## src/rtl/mem_arbiter.sv

```systemverilog
`default_nettype none
// ============================================================================
//  Module   : mem_arbiter
//  Function : Two-master (CPU / DMA-debug) to one-slave memory arbiter with a
//             grant lock across slave back-pressure and an in-order read-owner
//             FIFO that routes read responses back to the issuing master.
//  Config   : MEM_ARB_ROUND_ROBIN_EN - when defined, contending masters in IDLE
//             alternate; when undefined, master 0 has fixed priority.
//  Revision : 1.0 - initial release
// ============================================================================
module mem_arbiter #(
    parameter int MAX_OUTSTANDING = 4
) (
    input  logic        clk,
    input  logic        reset_,
    // master 0 (CPU)
    input  logic        m0_cmd_valid,
    input  logic        m0_cmd_wr,
    input  logic        m0_cmd_instr,
    input  logic [31:0] m0_cmd_addr,
    input  logic [31:0] m0_cmd_wdata,
    input  logic [3:0]  m0_cmd_be,
    output logic        m0_cmd_ready,
    output logic        m0_rsp_ready,
    output logic [31:0] m0_rsp_rdata,
    // master 1 (DMA / debug)
    input  logic        m1_cmd_valid,
    input  logic        m1_cmd_wr,
    input  logic        m1_cmd_instr,
    input  logic [31:0] m1_cmd_addr,
    input  logic [31:0] m1_cmd_wdata,
    input  logic [3:0]  m1_cmd_be,
    output logic        m1_cmd_ready,
    output logic        m1_rsp_ready,
    output logic [31:0] m1_rsp_rdata,
    // slave
    output logic        slv_cmd_valid,
    output logic        slv_cmd_wr,
    output logic        slv_cmd_instr,
    output logic [31:0] slv_cmd_addr,
    output logic [31:0] slv_cmd_wdata,
    output logic [3:0]  slv_cmd_be,
    input  logic        slv_cmd_ready,
    input  logic        slv_rsp_ready,
    input  logic [31:0] slv_rsp_rdata,
    // status
    output logic        busy,
    output logic        rsp_err
);

    localparam int c_PTR_W = $clog2(MAX_OUTSTANDING);
    localparam int c_CNT_W = $clog2(MAX_OUTSTANDING + 1);
    localparam logic [c_CNT_W-1:0] c_FULL = c_CNT_W'(MAX_OUTSTANDING);

    typedef enum logic [0:0] {
        IDLE   = 1'b0,
        LOCKED = 1'b1
    } state_t;

    state_t               r_state;
    state_t               w_state_nxt;
    logic                 r_grant;
    logic                 w_grant;
    logic [c_CNT_W-1:0]   r_count;
    logic [c_PTR_W-1:0]   r_wr_ptr;
    logic [c_PTR_W-1:0]   r_rd_ptr;
    logic                 r_owner [MAX_OUTSTANDING];
    logic                 r_rsp_err;

    logic                 w_fwd_valid;
    logic                 w_fwd_wr;
    logic                 w_full;
    logic                 w_accept;
    logic                 w_push;
    logic                 w_pop;
    logic                 w_head;

`ifdef MEM_ARB_ROUND_ROBIN_EN
    logic                 r_last_grant;

    // Grant select: held while locked, otherwise alternate under contention
    always_comb begin
        w_grant = r_grant;
        if (r_state == IDLE) begin
            if (m0_cmd_valid && m1_cmd_valid) begin
                w_grant = ~r_last_grant;
            end else begin
                w_grant = m1_cmd_valid;
            end
        end
    end

    // Remember who won the most recent accepted command
    always_ff @(posedge clk or negedge reset_) begin
        if (!reset_) begin
            r_last_grant <= 1'b1;
        end else if (w_accept) begin
            r_last_grant <= w_grant;
        end
    end
`else
    // Grant select: held while locked, otherwise master 0 always wins
    always_comb begin
        w_grant = r_grant;
        if (r_state == IDLE) begin
            w_grant = m0_cmd_valid ? 1'b0 : m1_cmd_valid;
        end
    end
`endif

    // Route the granted master's command fields to the slave side
    always_comb begin
        if (w_grant) begin
            w_fwd_valid   = m1_cmd_valid;
            w_fwd_wr      = m1_cmd_wr;
            slv_cmd_instr = m1_cmd_instr;
            slv_cmd_addr  = m1_cmd_addr;
            slv_cmd_wdata = m1_cmd_wdata;
            slv_cmd_be    = m1_cmd_be;
        end else begin
            w_fwd_valid   = m0_cmd_valid;
            w_fwd_wr      = m0_cmd_wr;
            slv_cmd_instr = m0_cmd_instr;
            slv_cmd_addr  = m0_cmd_addr;
            slv_cmd_wdata = m0_cmd_wdata;
            slv_cmd_be    = m0_cmd_be;
        end
    end

    // A read needs a free owner slot; writes never produce a response
    assign w_full        = (r_count == c_FULL);
    assign slv_cmd_wr    = w_fwd_wr;
    assign slv_cmd_valid = reset_ && w_fwd_valid && !(!w_fwd_wr && w_full);
    assign w_accept      = slv_cmd_valid && slv_cmd_ready;
    assign w_push        = w_accept && !w_fwd_wr;
    assign w_pop         = slv_rsp_ready && (r_count != '0);

    assign m0_cmd_ready  = reset_ && !w_grant && slv_cmd_ready && !(!m0_cmd_wr && w_full);
    assign m1_cmd_ready  = reset_ &&  w_grant && slv_cmd_ready && !(!m1_cmd_wr && w_full);

    // Response goes to whoever owns the FIFO head; data is broadcast
    assign w_head        = r_owner[r_rd_ptr];
    assign m0_rsp_ready  = reset_ && w_pop && !w_head;
    assign m1_rsp_ready  = reset_ && w_pop &&  w_head;
    assign m0_rsp_rdata  = slv_rsp_rdata;
    assign m1_rsp_rdata  = slv_rsp_rdata;

    assign busy          = (r_count != '0);
    assign rsp_err       = r_rsp_err;

    // Lock state and grant register
    always_ff @(posedge clk or negedge reset_) begin
        if (!reset_) begin
            r_state <= IDLE;
            r_grant <= 1'b0;
        end else begin
            r_state <= w_state_nxt;
            r_grant <= w_grant;
        end
    end

    // Lock the grant while the slave stalls an offered command
    always_comb begin
        w_state_nxt = r_state;
        case (r_state)
            IDLE:    if (slv_cmd_valid && !slv_cmd_ready) w_state_nxt = LOCKED;
            LOCKED:  if (w_accept)                        w_state_nxt = IDLE;
            default: w_state_nxt = IDLE;
        endcase
    end

    // Owner FIFO bookkeeping; pointers wrap naturally at the power-of-two depth
    always_ff @(posedge clk or negedge reset_) begin
        if (!reset_) begin
            r_count   <= '0;
            r_wr_ptr  <= '0;
            r_rd_ptr  <= '0;
            r_rsp_err <= 1'b0;
        end else begin
            if (w_push) r_wr_ptr <= r_wr_ptr + 1'b1;
            if (w_pop)  r_rd_ptr <= r_rd_ptr + 1'b1;
            case ({w_push, w_pop})
                2'b10:   r_count <= r_count + 1'b1;
                2'b01:   r_count <= r_count - 1'b1;
                default: r_count <= r_count;
            endcase
            if (slv_rsp_ready && (r_count == '0)) r_rsp_err <= 1'b1;
        end
    end

    // Owner storage; contents are only meaningful between the pointers
    always_ff @(posedge clk) begin
        if (w_push) r_owner[r_wr_ptr] <= w_grant;
    end

endmodule
`default_nettype wire

```

## config.mk

```make
export PLATFORM = sky130hd
export DESIGN_NAME = mem_arbiter
export DESIGN_NICKNAME = d
export VERILOG_FILES = /design/src/rtl/mem_arbiter.sv
export SDC_FILE = /design/constraint.sdc
export NUM_CORES = 1
export LEC_CHECK = 0
export BUFFER_PORTS_ARGS = -buffer_cell sky130_fd_sc_hd__buf_2
export CORE_AREA = 2 2 125 127
export CTS_CLUSTER_SIZE = 20
export DETAILED_ROUTE_END_ITERATION = 12
export DIE_AREA = 0 0 127 129
export PLACE_DENSITY = 0.45
export SYNTH_ARGS = -nofsm -noshare
export SYNTH_HDL_FRONTEND = slang
export SYNTH_SLANG_ARGS = --single-unit
```

## constraint.sdc

```tcl
create_clock -name clk -period 3 [get_ports clk]
set_input_delay 0 -clock clk [delete_from_list [all_inputs] [get_ports clk]]
set_output_delay 0 -clock clk [all_outputs]
set_load 0.01 [all_outputs]
```

# --- Word level (Yosys, flattened, before mapping) ---
# Memory sizes are Yosys's and may differ from the RTL's.
# Cells that the tools add are included.
word_totals:
  output_inout_bits: 141
  rom_bits: 0
  n_memories: 1
  inputBits: 178
  elab_cells: 60
  ram_bits: 4
  ff_bits: 10
  latch_bits: 0
op_classes:
  shift: 0
  n_lt_le_gt_ge: 0
  n_mux: 14
  eq_ne: 3
  n_div: 0
  addsub: 4
  mul: 0
  bitwise: 1
  reduce_logical: 31
memory_table:
  columns: ["memory", "depth", "word_bits", "read_ports", "rd_ports_with_merged_regs", "write_ports", "line_no", "rtl"]
  rows:
  - ["r_owner", 4, 1, 1, 0, 1, "67", "logic r_owner [MAX_OUTSTANDING];"]
op_table:
  columns: ["cell", "n"]
  rows:
  - ["$mux W32", 2]
  - ["$logic_and A1 B1 Y1", 19]
  - ["$logic_not A1 Y1", 9]
  - ["$mux W1", 9]
  - ["$pmux W3 S2", 1]
  - ["$add A2 B1 Y2 const B", 2]
  - ["$mux W4", 1]
  - ["$add A3 B1 Y3 const B", 1]
  - ["$eq A3 B3 Y1 const B", 1]
  - ["$logic_not A3 Y1", 1]
  - ["$reduce_bool A3 Y1", 1]
  - ["$sub A3 B1 Y3 const B", 1]
  - ["$eq A2 B1 Y1 const B", 1]
  - ["$eq A2 B2 Y1 const B", 1]
  - ["$pmux W1 S2", 1]
  - ["$reduce_bool A2 Y1", 1]
  - ["$not A1 Y1", 1]

# --- Longest topological paths before layout ---
logic_depth:
  word_depth: 11
  ltp_mapped: 10
  ltp_nobuf: 10

# --- Worst setup path before layout ---
# OpenSTA, ideal clock, no wires.
synth_timing:
  path_kind: "reg2reg"
  from: "register with a tool-made name"
  to: "register r_count[2]"
  stages_incl_launch_ff: 10
  t_arrival_ns: 1.931
  period_less_slack_ns: 2.056
  setup_ns: 0.125
  path_buffers: 0
  path_slack_ns: 0.944
  required_ns: 2.875
  path_cell_list: "dfrtp_1 -> o21ai_4 -> mux2i_2 -> nand4_4 -> ha_1 -> inv_1 -> fa_1 -> xor2_1 -> nor2_1 -> xor2_1"
synth_rtl:
  columns: ["element", "line_no", "rtl"]
  rows:
  - ["end signal, assigned", "183", "2'b10: r_count <= r_count + 1'b1;"]
  - ["end signal, assigned", "184", "2'b01: r_count <= r_count - 1'b1;"]
  - ["end signal, assigned", "185", "default: r_count <= r_count;"]
  - ["end, declared", "64", "logic [c_CNT_W-1:0] r_count;"]

==> reports/summary.txt <==
Initial core utilization: 0.139
Cts bufs inserted: 3
Final nets: 553
CP Capture Type: output port
Worst r2r dst: r_count[2]
Power per Cell Area: 579 nW/um^2
Leakage Power: 1.54 nW
Final Max Tran Viols: 0
Synth area leaders: mux2_2 (37%), buf_4 (23%), dfrtp_1 (12%)
Core area: 15000 sq um
Reg clk slew, reported paths: 0.05 ns
Layout cells sized above 1: 0.813
Post-Syn Area: 2080 sq um
Fin crit share: 0.744
WP data arrival: 2.23 ns
Setup TNS: 0 ns
Detailed Routing Iterations Pass 1: 6
Port Buf Inserts: 222
Finish-stage setup viols: 0
Flops & latches, synth: 14
Clk sinks: 14
Clock Tree Buf Depth: 2
WL/cell: 12.8 microns
Antenna diodes: 0
Achievable Freq: 448 MHz
Post-synth top area cell: mux2_2
Rows: 45
P&R area growth vs syn: 44.5%
Vias in the first global route: 1857
DP Cell Count: 551
Die ar.: 16400 sq um
Hold EP: m1_rsp_rdata[13]
RSZ-0062 raised after global routing: no
Outcome: completed
Critical path type: reg2out
Die Width: 127 microns
Global-route wire length before repair: 9.72 mm
DR vias: 2026
Clk_skew: 0.00164 ns
Root buffer cell: clkbuf_16
Reg2Reg Setup Slack: 0.88 ns
Post-Synthesis Net Count: 396
Syn avg cell area: 9.80 sq um
1st-iter DRT viols: 47
Largest net degree at the start of global routing: 77
Post-Route WL: 7.10 mm
GPL Wtd Cong: 0.759
Hold Crit Class: in2out
Most common cell after layout, fill and taps aside: buf_2
Max VDD drop: 0.000191 V
Minimum clock period: 2.23 ns
Grt ovf: 0
Hold depth: 0
Yosys Warn Count: 0
Cells after Synth: 212
Post_cts resized: 0
Critical Path Start Type: register
# IOs: 319
Critical Path RT: 3.00 ns
Fin cells: 556
Synth cell types: 30
Register area share after synthesis: 0.178
Commonest cells after routing, fill and taps aside: buf_2 (222), mux2_2 (69), inv_1 (13)
MaxCap Viol Count: 0
Post-synth top area share: 0.374
# fillers: 1684
Clk_lat worst skew: 0.24 ns
Initial antenna violation count: 0
Hold path startpoint: slv_rsp_rdata[13]
R2R depth: 10
Routed Antenna Nets: 0
CTS tree: yes
Least-Margin Pin Slew: 0.925 ns
CP max FO: 76
Htree depth: 1
Max transition margin: 0.383
Fin. Hold Viols: 0
Post-route DRC: 0
Die Span Y: 129 microns
DP HPWL: 6.22 mm
Total GRT Usage: 0.0749
Number of vias per cell: 3.64
[critical path, cell delays in order (launching register included)]
cell and delay (ns):
dfrtp_1 0.42, nand2_1 0.12, o21ai_4 0.08, buf_4 0.67, mux2_2 0.44, buf_2 0.15
[logic make-up after synthesis]
family	share of synthesized area
AOI/OAI and AO/OA	0.0223
xor gates and xnor gates	0.0253
adders and majority gates	0.0398
buffers and inverters	0.273
DFF	0.178
muxes	0.407
and+or+nand+nor	0.0542
[stage by stage]
| stage | hold slack (ns) | instance area, sq um | setup slack [ns] | utilization | power [W] |
|---|---|---|---|---|---|
| CTS | 0.000100 | 3000 | 0.748 | 0.200 | 0.00177 |
| global route | 0.0000414 | 3000 | 0.591 | 0.200 | 0.00189 |
| detailed placement | -0.0964 | 2910 | 0.881 | 0.194 | 0.00150 |
| finish | 0.0000111 | 3000 | 0.767 | 0.200 | 0.00174 |
| global placement | -0.100 | 2910 | 0.949 | 0.194 | 0.00147 |
| floorplan | -0.296 | 2080 | 0.944 | - | 0.00117 |
[routing by layer]
layer | track usage | up-vias | share of wire
li1 | - | 959 | -
met1 | 0.102 | 885 | 0.42
met2 | 0.108 | 179 | 0.45
met3 | 0.0387 | 3 | 0.13
met4 | 0.0103 | 0 | 0.0024
met5 | 0 | - | 0
[Yosys cell counts, drive strengths merged]
| cell type | count |
|---|---|
| o21ai | 3 |
| and3 | 1 |
| or3 | 1 |
| o21a | 1 |
| nor3 | 1 |
| inv | 13 |
| nand2b | 1 |
| nand4 | 1 |
| o21bai | 1 |
| nand3 | 1 |
| fa | 1 |
| nand2 | 5 |
| dfrtp | 10 |
| clkbuf | 1 |
| nor2 | 8 |
| edfxtp | 4 |
| mux2 | 70 |
| a21oi | 1 |
| buf | 71 |
| nand3b | 1 |
| ha | 5 |
| and2 | 1 |
| xnor2 | 3 |
| mux2i | 3 |
| xor2 | 3 |
| mux4 | 1 |
[flip-flops by register name (all words and copies together), names as in the netlist, named ones only]
register	count
r_owner	4
r_count	3
r_rd_ptr	2
r_wr_ptr	2
r_grant	1
rsp_err	1
[power breakdown]
group          leakage, nW  internal, W  switching (W)
Combinational         1.34     0.000591       0.000560
Sequential           0.153     0.000274      0.0000599
Clock               0.0385     0.000176      0.0000762
Total                 1.54      0.00104       0.000696
[area by class of cell]
type,count,area (sq um),share of cell area
multi-input cells,113,1140,0.379
repair buffers,224,1130,0.376
flip-flops and latches,14,370,0.123
well taps,188,235,0.0784
clock buffers,3,75.1,0.0250
inverters,13,48.8,0.0163
clock inverters,1,3.75,0.00125
[worst max path at each step]
stage | endpoint
floorplan | r_count[2]
global placement | r_count[2]
detailed placement | r_count[2]
CTS | slv_cmd_wdata[18]
global route | slv_cmd_wdata[22]
finish | slv_cmd_be[1]
[what timing repair did]
item,in CTS,in global routing
hold buffers,1,0
buffers inserted,0,0
hold endpoints to repair,10,0
(Power assumes the default switching activity.)
